--- config.mk ---
export PLATFORM = sky130hd
export DESIGN_NAME = univ_shift_reg
export DESIGN_NICKNAME = d
export VERILOG_FILES = /design/src/rtl/univ_shift_reg.sv
export SDC_FILE = /design/constraint.sdc
export NUM_CORES = 1
export LEC_CHECK = 0
export ABC_CLOCK_PERIOD_IN_PS = 2500
export CORE_UTILIZATION = 27
export CTS_CLUSTER_DIAMETER = 50
export DETAILED_ROUTE_END_ITERATION = 16
export HOLD_SLACK_MARGIN = 0.12
export SYNTH_ARGS = -nofsm -noshare
export SYNTH_HDL_FRONTEND = slang
export SYNTH_SLANG_ARGS = --single-unit
export TNS_END_PERCENT = 5
--- constraint.sdc ---
create_clock -name clock -period 2.5 [get_ports clock]
set_input_delay 0.75 -clock clock [delete_from_list [all_inputs] [get_ports clock]]
set_output_delay 0.75 -clock clock [all_outputs]
set_load 0.05 [all_outputs]
--- src/rtl/univ_shift_reg.sv ---
// Universal shift register: hold, shift right, shift left and parallel load,
// with a shift counter that pulses word_done on every WIDTH-th shift.
module univ_shift_reg #(
    parameter  int WIDTH = 8,
    localparam int CNT_W = (WIDTH > 2) ? $clog2(WIDTH) : 1
) (
    input  logic             clock,
    input  logic             reset,
    input  logic             enable,
    input  logic [1:0]       mode,
    input  logic             ser_in_msb,
    input  logic             ser_in_lsb,
    input  logic [WIDTH-1:0] par_in,
    output logic [WIDTH-1:0] par_out,
    output logic             ser_out_lsb,
    output logic             ser_out_msb,
    output logic [CNT_W-1:0] bit_count,
    output logic             word_done
);

    localparam logic [1:0]       MODE_HOLD  = 2'b00;
    localparam logic [1:0]       MODE_RIGHT = 2'b01;
    localparam logic [1:0]       MODE_LEFT  = 2'b10;
    localparam logic [1:0]       MODE_LOAD  = 2'b11;
    localparam logic [CNT_W-1:0] CNT_LAST   = CNT_W'(WIDTH - 1);
    localparam logic [CNT_W-1:0] CNT_ZERO   = {CNT_W{1'b0}};
    localparam logic [CNT_W-1:0] CNT_ONE    = CNT_W'(1);

    logic [WIDTH-1:0] shreg_q, shreg_d;
    logic [CNT_W-1:0] cnt_q, cnt_d;
    logic             done_q, done_d;
    logic             shift_s;
    logic             load_s;

    assign shift_s = enable && ((mode == MODE_RIGHT) || (mode == MODE_LEFT));
    assign load_s  = enable && (mode == MODE_LOAD);

    // Data path next state; any undecoded mode value behaves as hold.
    always_comb begin
        shreg_d = shreg_q;
        if (enable) begin
            case (mode)
                MODE_HOLD:  shreg_d = shreg_q;
                MODE_RIGHT: shreg_d = {ser_in_msb, shreg_q[WIDTH-1:1]};
                MODE_LEFT:  shreg_d = {shreg_q[WIDTH-2:0], ser_in_lsb};
                MODE_LOAD:  shreg_d = par_in;
                default:    shreg_d = shreg_q;
            endcase
        end else begin
            shreg_d = shreg_q;
        end
    end

    // Shift counter: both directions share one count; the wrapping shift raises word_done.
    always_comb begin
        cnt_d  = cnt_q;
        done_d = 1'b0;
        if (load_s) begin
            cnt_d = CNT_ZERO;
        end else if (shift_s) begin
            if (cnt_q == CNT_LAST) begin
                cnt_d  = CNT_ZERO;
                done_d = 1'b1;
            end else begin
                cnt_d = cnt_q + CNT_ONE;
            end
        end else begin
            cnt_d = cnt_q;
        end
    end

    // State registers with asynchronous clear.
    always_ff @(posedge clock or negedge reset) begin
        if (!reset) begin
            shreg_q <= {WIDTH{1'b0}};
            cnt_q   <= CNT_ZERO;
            done_q  <= 1'b0;
        end else begin
            shreg_q <= shreg_d;
            cnt_q   <= cnt_d;
            done_q  <= done_d;
        end
    end

    assign par_out     = shreg_q;
    assign ser_out_lsb = shreg_q[0];
    assign ser_out_msb = shreg_q[WIDTH-1];
    assign bit_count   = cnt_q;
    assign word_done   = done_q;

endmodule

==> results.py <==
metrics = {
    "critical_path": {
        "worstSetupPathType": "flop to primary output",
        "reg2reg_depth": 5,
        "cp_cell_sequence": "clkdlybuf4s50_1",
        "cpPeakStageDelay_ns": 0.83,
        "crit_path_top_delay_cell": "clkdlybuf4s50_1",
        "worst_setup_path_start_kind": "flop",
        "crit_buf_inv": 1,
        "arrival_ns": 1.51,
        "required_ns": 1.75,
        "endpoint_kind": "primary output",
        "cp_top_family": "buffers and inverters",
        "worstPathMaxFanout": 5,
        "crit_cells": 1,
    },
    "grt": {
        "grtUsageMet3_pct": 3.74,
        "antenna_found_initial": 0,
        "grt_start_max_net_pins": 17,
        "overflow": 0,
        "grt_first_pass_wirelength_um": 2630,
        "grt_pass1_vias": 581,
        "grt.met2_usage_pct": 21.1,
        "gr-usage-met1_pct": 17.2,
        "grt-busiest-layer": "met2",
        "grtUsageTotal_pct": 13.4,
    },
    "synth": {
        "yosys_register_bits": 12,
        "synth_top_area_cell": "dfrtp_1",
        "synth.distinct_cells": 22,
        "yosys_warnings": 0,
        "syn_avg_cell_area_um2": 9.63,
        "synth_area_um2": 703,
        "synthesis.nets": 93,
        "synth_top_area_share_pct": 42.7,
        "yosysSeqAreaShare_pct": 42.7,
        "synthCells": 73,
        "synthTopCellsByArea": "dfrtp_1 (43%), ha_1 (8.9%), a22o_1 (7.5%)",
    },
    "route": {
        "wl_per_cell_um": 12.3,
        "vias": 620,
        "ant_nets": 0,
        "detail_route.drc_violations": 0,
        "routed_via_density": 4.81,
        "wl_um": 1590,
        "drt_pass1_iterations": 4,
        "drt_iter0_markers": 5,
    },
    "sta": {
        "period_needed_ns": 2.26,
        "timing.final.max_slew_violations": 0,
        "min_period_over_period_pct": 90.5,
        "skew_ns": 0.000997,
        "maxSlewHeadroom_pct": 62.5,
        "hold_viol": 0,
        "final.setup.tns_ns": 0,
        "setup_viol": 0,
        "rsz0062_at_grt": "false",
        "fmax_mhz": 442,
        "worstMarginPinSlew_ns": 0.560,
    },
    "power": {
        "intPower_w": 0.000462,
        "pwr-share-comb_pct": 52.4,
        "p_total_w": 0.000844,
        "power.share.switching_pct": 45.2,
        "ir_drop_mv": 0.454,
        "leakage_nw": 0.433,
        "clkPwrFrac_pct": 13.7,
        "powerDensity_nw_per_um2": 841,
        "p_switching_w": 0.000382,
        "sequentialPowerShare_pct": 33.9,
    },
    "floorplan": {
        "num_rows": 18,
        "initial_core_util_pct": 28.4,
        "die-area_um2": 2810,
        "chipWidth_um": 53.0,
        "die_y_um": 53.0,
        "io_pins": 29,
        "core_um2": 2480,
    },
    "clock_network": {
        "cts.sink_count": 12,
        "clk-insertion-delay-late_ns": 0.26,
        "ctsResizeCount": 0,
        "postCtsSetupBuffers": 0,
        "cts_tree": "done",
        "clock_path_buffers": 2,
        "cts.reportedPaths.clkPinSlew_ns": 0.07,
        "cts-buffers-inserted": 3,
        "h-tree-depth": 1,
        "ctsRootBufferMaster": "clkbuf_4",
        "cts_hold_buf": 0,
    },
    "cells_and_area": {
        "diodes": 0,
        "synthToLayoutAreaGrowth_pct": 42.7,
        "final_common_cell": "clkdlybuf4s50_1",
        "layout-drive-gt1-share_pct": 9.09,
        "layout.nets": 121,
        "seq_area_um2": 300,
        "final_cell_mix": "clkdlybuf4s50_1 (28), dfrtp_1 (12), a21oi_1 (8), nand2_1 (8)",
        "multiInputGateArea_um2": 337,
        "fillCellCount": 267,
    },
    "place": {
        "dp_hpwl_um": 1190,
        "gp_congestion": 0.667,
        "port-buffer-count": 28,
    },
    "run_status": {
        "status": "finished clean",
    },
    "hold_path": {
        "holdPathStages": 2,
        "hold_path.class": "flop to flop",
    },
    "job": {
        "cap_violations": 0,
    },
}
==> synthesized netlist by cell type, drive strengths merged <==
library cell	n
inv	5
nor2b	1
dfrtp	12
a21oi	8
o21ai	8
and4b	1
nor2	2
buf	5
a31oi	1
clkbuf	1
a22o	8
ha	5
nand2b	1
o21a	2
nand2	8
nand3	2
o22ai	3
==> path summary, 6_finish.rpt <==
path,from,end,slack [ns]
worst max-delay path,bit_count[0],bit_count[0],0.24
worst min-delay path,par_out[7],par_out[7],0.55
worst max register to register,bit_count[0],bit_count[2],1.20
worst min register to register,par_out[7],par_out[7],0.55
max in group asynchronous,reset,bit_count[1],1.29
min in group asynchronous,reset,par_out[7],0.85
==> state kept, by name, summed over array words and instances, names as in the netlist <==
| signal | cells |
|---|---|
| word_done | 1 |
| bit_count | 3 |
| par_out | 8 |
==> power groups by stage <==
stage	registers [W]	logic (W)	clock network, W
finish	0.000286	0.000442	0.000115
global route	0.000296	0.000473	0.000134
CTS	0.000288	0.000446	0.000122
detailed placement	0.000291	0.000445	0
global placement	0.000289	0.000440	0
floorplan	0.000443	0.000147	0
==> cell type report <==
cell class / instances / share of cell area (%)
inverters: 5 / 1.87
clock buffers: 3 / 2.24
repair buffers: 29 / 28.7
well taps: 30 / 3.74
flip-flops and latches: 12 / 29.9
multi-input cells: 50 / 33.5
==> cell families (layout without fill, tap and decap cells) <==
kind of cell | Yosys count | count (layout) | share of synthesized area [%]
flops | 12 | 12 | 42.7
simple gates | 15 | 15 | 11.6
buf+inv | 11 | 37 | 9.43
fa+ha+maj | 5 | 5 | 8.90
compound gates | 30 | 30 | 27.4
==> metrics by stage <==
stage	setup slack (ns)	cells	area (um^2)	hold WS, ns	utilization (%)
floorplan	0.828	73	703	0.454	-
global placement	0.310	126	981	0.516	39.6
detailed placement	0.261	126	981	0.542	39.6
CTS	0.222	129	1000	0.563	40.5
global route	0.168	129	1000	0.608	40.5
finish	0.238	129	1000	0.554	40.5
==> routing by layer <==
layer  wire [um]  vias to the layer above
met5           0                        -
met4          11                        0
met3          95                        2
met2         721                       18
met1         761                      289
li1            -                      311
Note: power is estimated with default switching activity, not from simulation.
==> variant, RTL diff (same flow settings) <==
Reset style: synchronous (`reset`), changed in one clocked block. Comments in the files are not updated.
--- a/src/rtl/univ_shift_reg.sv
+++ b/src/rtl/univ_shift_reg.sv
@@ -70,7 +70,7 @@
     end
 
     // State registers with asynchronous clear.
-    always_ff @(posedge clock or negedge reset) begin
+    always_ff @(posedge clock) begin
         if (!reset) begin
             shreg_q <= {WIDTH{1'b0}};
             cnt_q   <= CNT_ZERO;
Function: differs if reset is asserted again (counterexample within 4 cycles, from zero or initial values and one cycle with reset low); with reset held inactive, the same outputs for 10 cycles.
==> variant against the original RTL <==
Routed wire length shrank 8.9%. Synthesized cell count shrank 5.5%. Setup slack gained 18 ps. Critical path depth is the same. Clock skew grew 1.7 ps. Sequential share of layout area shrank 4.6 points. Global-route usage shrank 1.0 points. Sequential cell count is the same. Final area shrank 5.5%. Synthesized area shrank 8.5%. Critical endpoint is now par_out[2]. Largest cell class unchanged. Highest routed layer unchanged.
Power is not compared: it rests on default switching activity, and its combinational part moved more than twofold at a synthesized area within 25%.
==> variant: results (changes against the original RTL) <==
Power and ir drop
  • Maximum vdd ir drop: 0.229 mV
  • Leak: 0.361 nW

Clocking
  • Later-pin clock latency in the skew report: 260 ps (about the same)
  • Post-CTS Setup Inserts: 0 (unchanged)
  • H-tree levels: 1 (unchanged)
  • CTS root buffer: clkbuf_4 (unchanged)
  • Post-CTS sizing: 0 (unchanged)

Synthesis
  • Post-synthesis cell type count: 20 (was 22)
  • Mux share of post-synthesis cell area: 0 (unchanged)
  • Async S/R FF share, synth: 0 (was 1.00)
  • Dominant synthesized flop cell: dfxtp_1 (was dfrtp_1)
  • Register area share after synthesis: 0.374 (was 0.427)
  • Dominant cells by area after synthesis: dfxtp_1 37%, a22oi_1 13%, ha_1 9.7% (was dfrtp_1 43%, ha_1 8.9%, a22o_1 7.5%)
  • Xor-xnor portion of the synthesized cell area: 0 (unchanged)
  • Synth top cells by count: 12 x dfxtp_1, 11 x a22oi_1, 8 x a31oi_1, 8 x nand2_1, 6 x o21ai_0 (was 12 x dfrtp_1, 8 x a21oi_1, 8 x nand2_1)
  • Synth Area in Adders: 0.0973 (was 0.0890)
  • Synth Net Count: 89 (was 93)
  • Complex-gate fraction of the synthesized area: 0.282 (was 0.274)
  • Avg Inst Size Synth: 9.32 um2 (was 9.63 um2)

Critical path
  • Critical path fanouts, max: 4 (was 5)
  • CP max stage cell: clkdlybuf4s50_1 (unchanged)
  • Crit path DAT: 1490 ps (was 1510 ps)
  • Slowest stage delay, CP: 830 ps (about the same)

GRT
  • All-Layer GR Usage: 0.124 (was 0.134)
  • Vias in the first global route: 544 (was 581)
  • Largest net degree at the start of global routing: 17 (unchanged)
  • First-pass GRT wire length: 2340 um (was 2630 um)

Route
  • DR iter-0 viols: 27 (was 5)
  • Drt wl/cell: 11.7 um (was 12.3 um)
  • DR vias: 614 (was 620)

Final layout
  • Max reg flops: 8 (unchanged)
  • Post-route insts no fill: 124 (was 129)
  • Layout cells sized above 1: 0.0833 (was 0.0909)
  • Fill cells: 245 (was 267)

Placed design
  • GP Congestion: 0.708 (was 0.667)
  • Inst Count DP: 120 (was 126)
  • Final HPWL DP: 1040 um (was 1190 um)
  • Placed inst area: 912 um2 (was 981 um2)

Run status
  • Status: complete, no violations (unchanged)

Min path
  • Hold Path Class: flop to flop (unchanged)

STA
  • Clock skew: 2.74 ps (was 0.997 ps)
  • Worst slew pin tran: 497 ps (was 560 ps)
variant: power by group:
group          total [mW]  switching (mW)  internal, mW
logic               0.151          0.0882        0.0630
clock network       0.153          0.0645        0.0883
registers           0.215          0.0118         0.203
variant: worst min-delay path, delay by kind of cell, from the launching register on:
kind	cells	cell delay, ps
AO/OA/AOI/OAI	1	70
flip-flops	1	340
AND/OR/NAND/NOR	1	60
variant: cells by family after synthesis:
group	after synthesis
AO/OA/AOI/OAI	28
buffers and inverters	8
flip-flops	12
AND/OR/NAND/NOR	16
adder cells (fa/ha/maj)	5
variant: layout make-up:
type	count	area share
Tap cell	28	0.0369
Multi-Input combinational cell	49	0.360
Timing Repair Buffer	29	0.303
Sequential cell	12	0.253
Clock buffer	4	0.0383
Inverter	2	0.00792
variant: per-layer routing:
layer / GRT usage / vias to the layer above / routed length (um)
met4: 0.0556 / 0 / 17
li1: - / 309 / -
met2: 0.198 / 18 / 676
met5: 0 / - / 0
met3: 0.0364 / 2 / 71
met1: 0.153 / 285 / 682
variant: path summary, 6_finish.rpt:
path | start | endpoint | slack (ps) | depth (start not counted)
hold reg to reg | par_out[7]$_SDFFE_PN0P_ | par_out[6]$_SDFFE_PN0P_ | 520 | 2
setup / recovery | par_out[2]$_SDFFE_PN0P_ | par_out[2] | 260 | 1
hold / removal | par_out[7]$_SDFFE_PN0P_ | par_out[6]$_SDFFE_PN0P_ | 520 | 2
setup reg to reg | bit_count[0]$_SDFFE_PP0P_ | bit_count[2]$_SDFFE_PP0P_ | 1370 | 4
variant: per-stage QoR:
stage                     utilization  setup WS [ps]  total power [mW]
after global placement          0.408            316             0.369
after floorplan                     -            822             0.318
final                           0.425            256             0.519
after CTS                       0.425            250             0.524
after global routing            0.425            204             0.546
after detailed placement        0.408            309             0.370
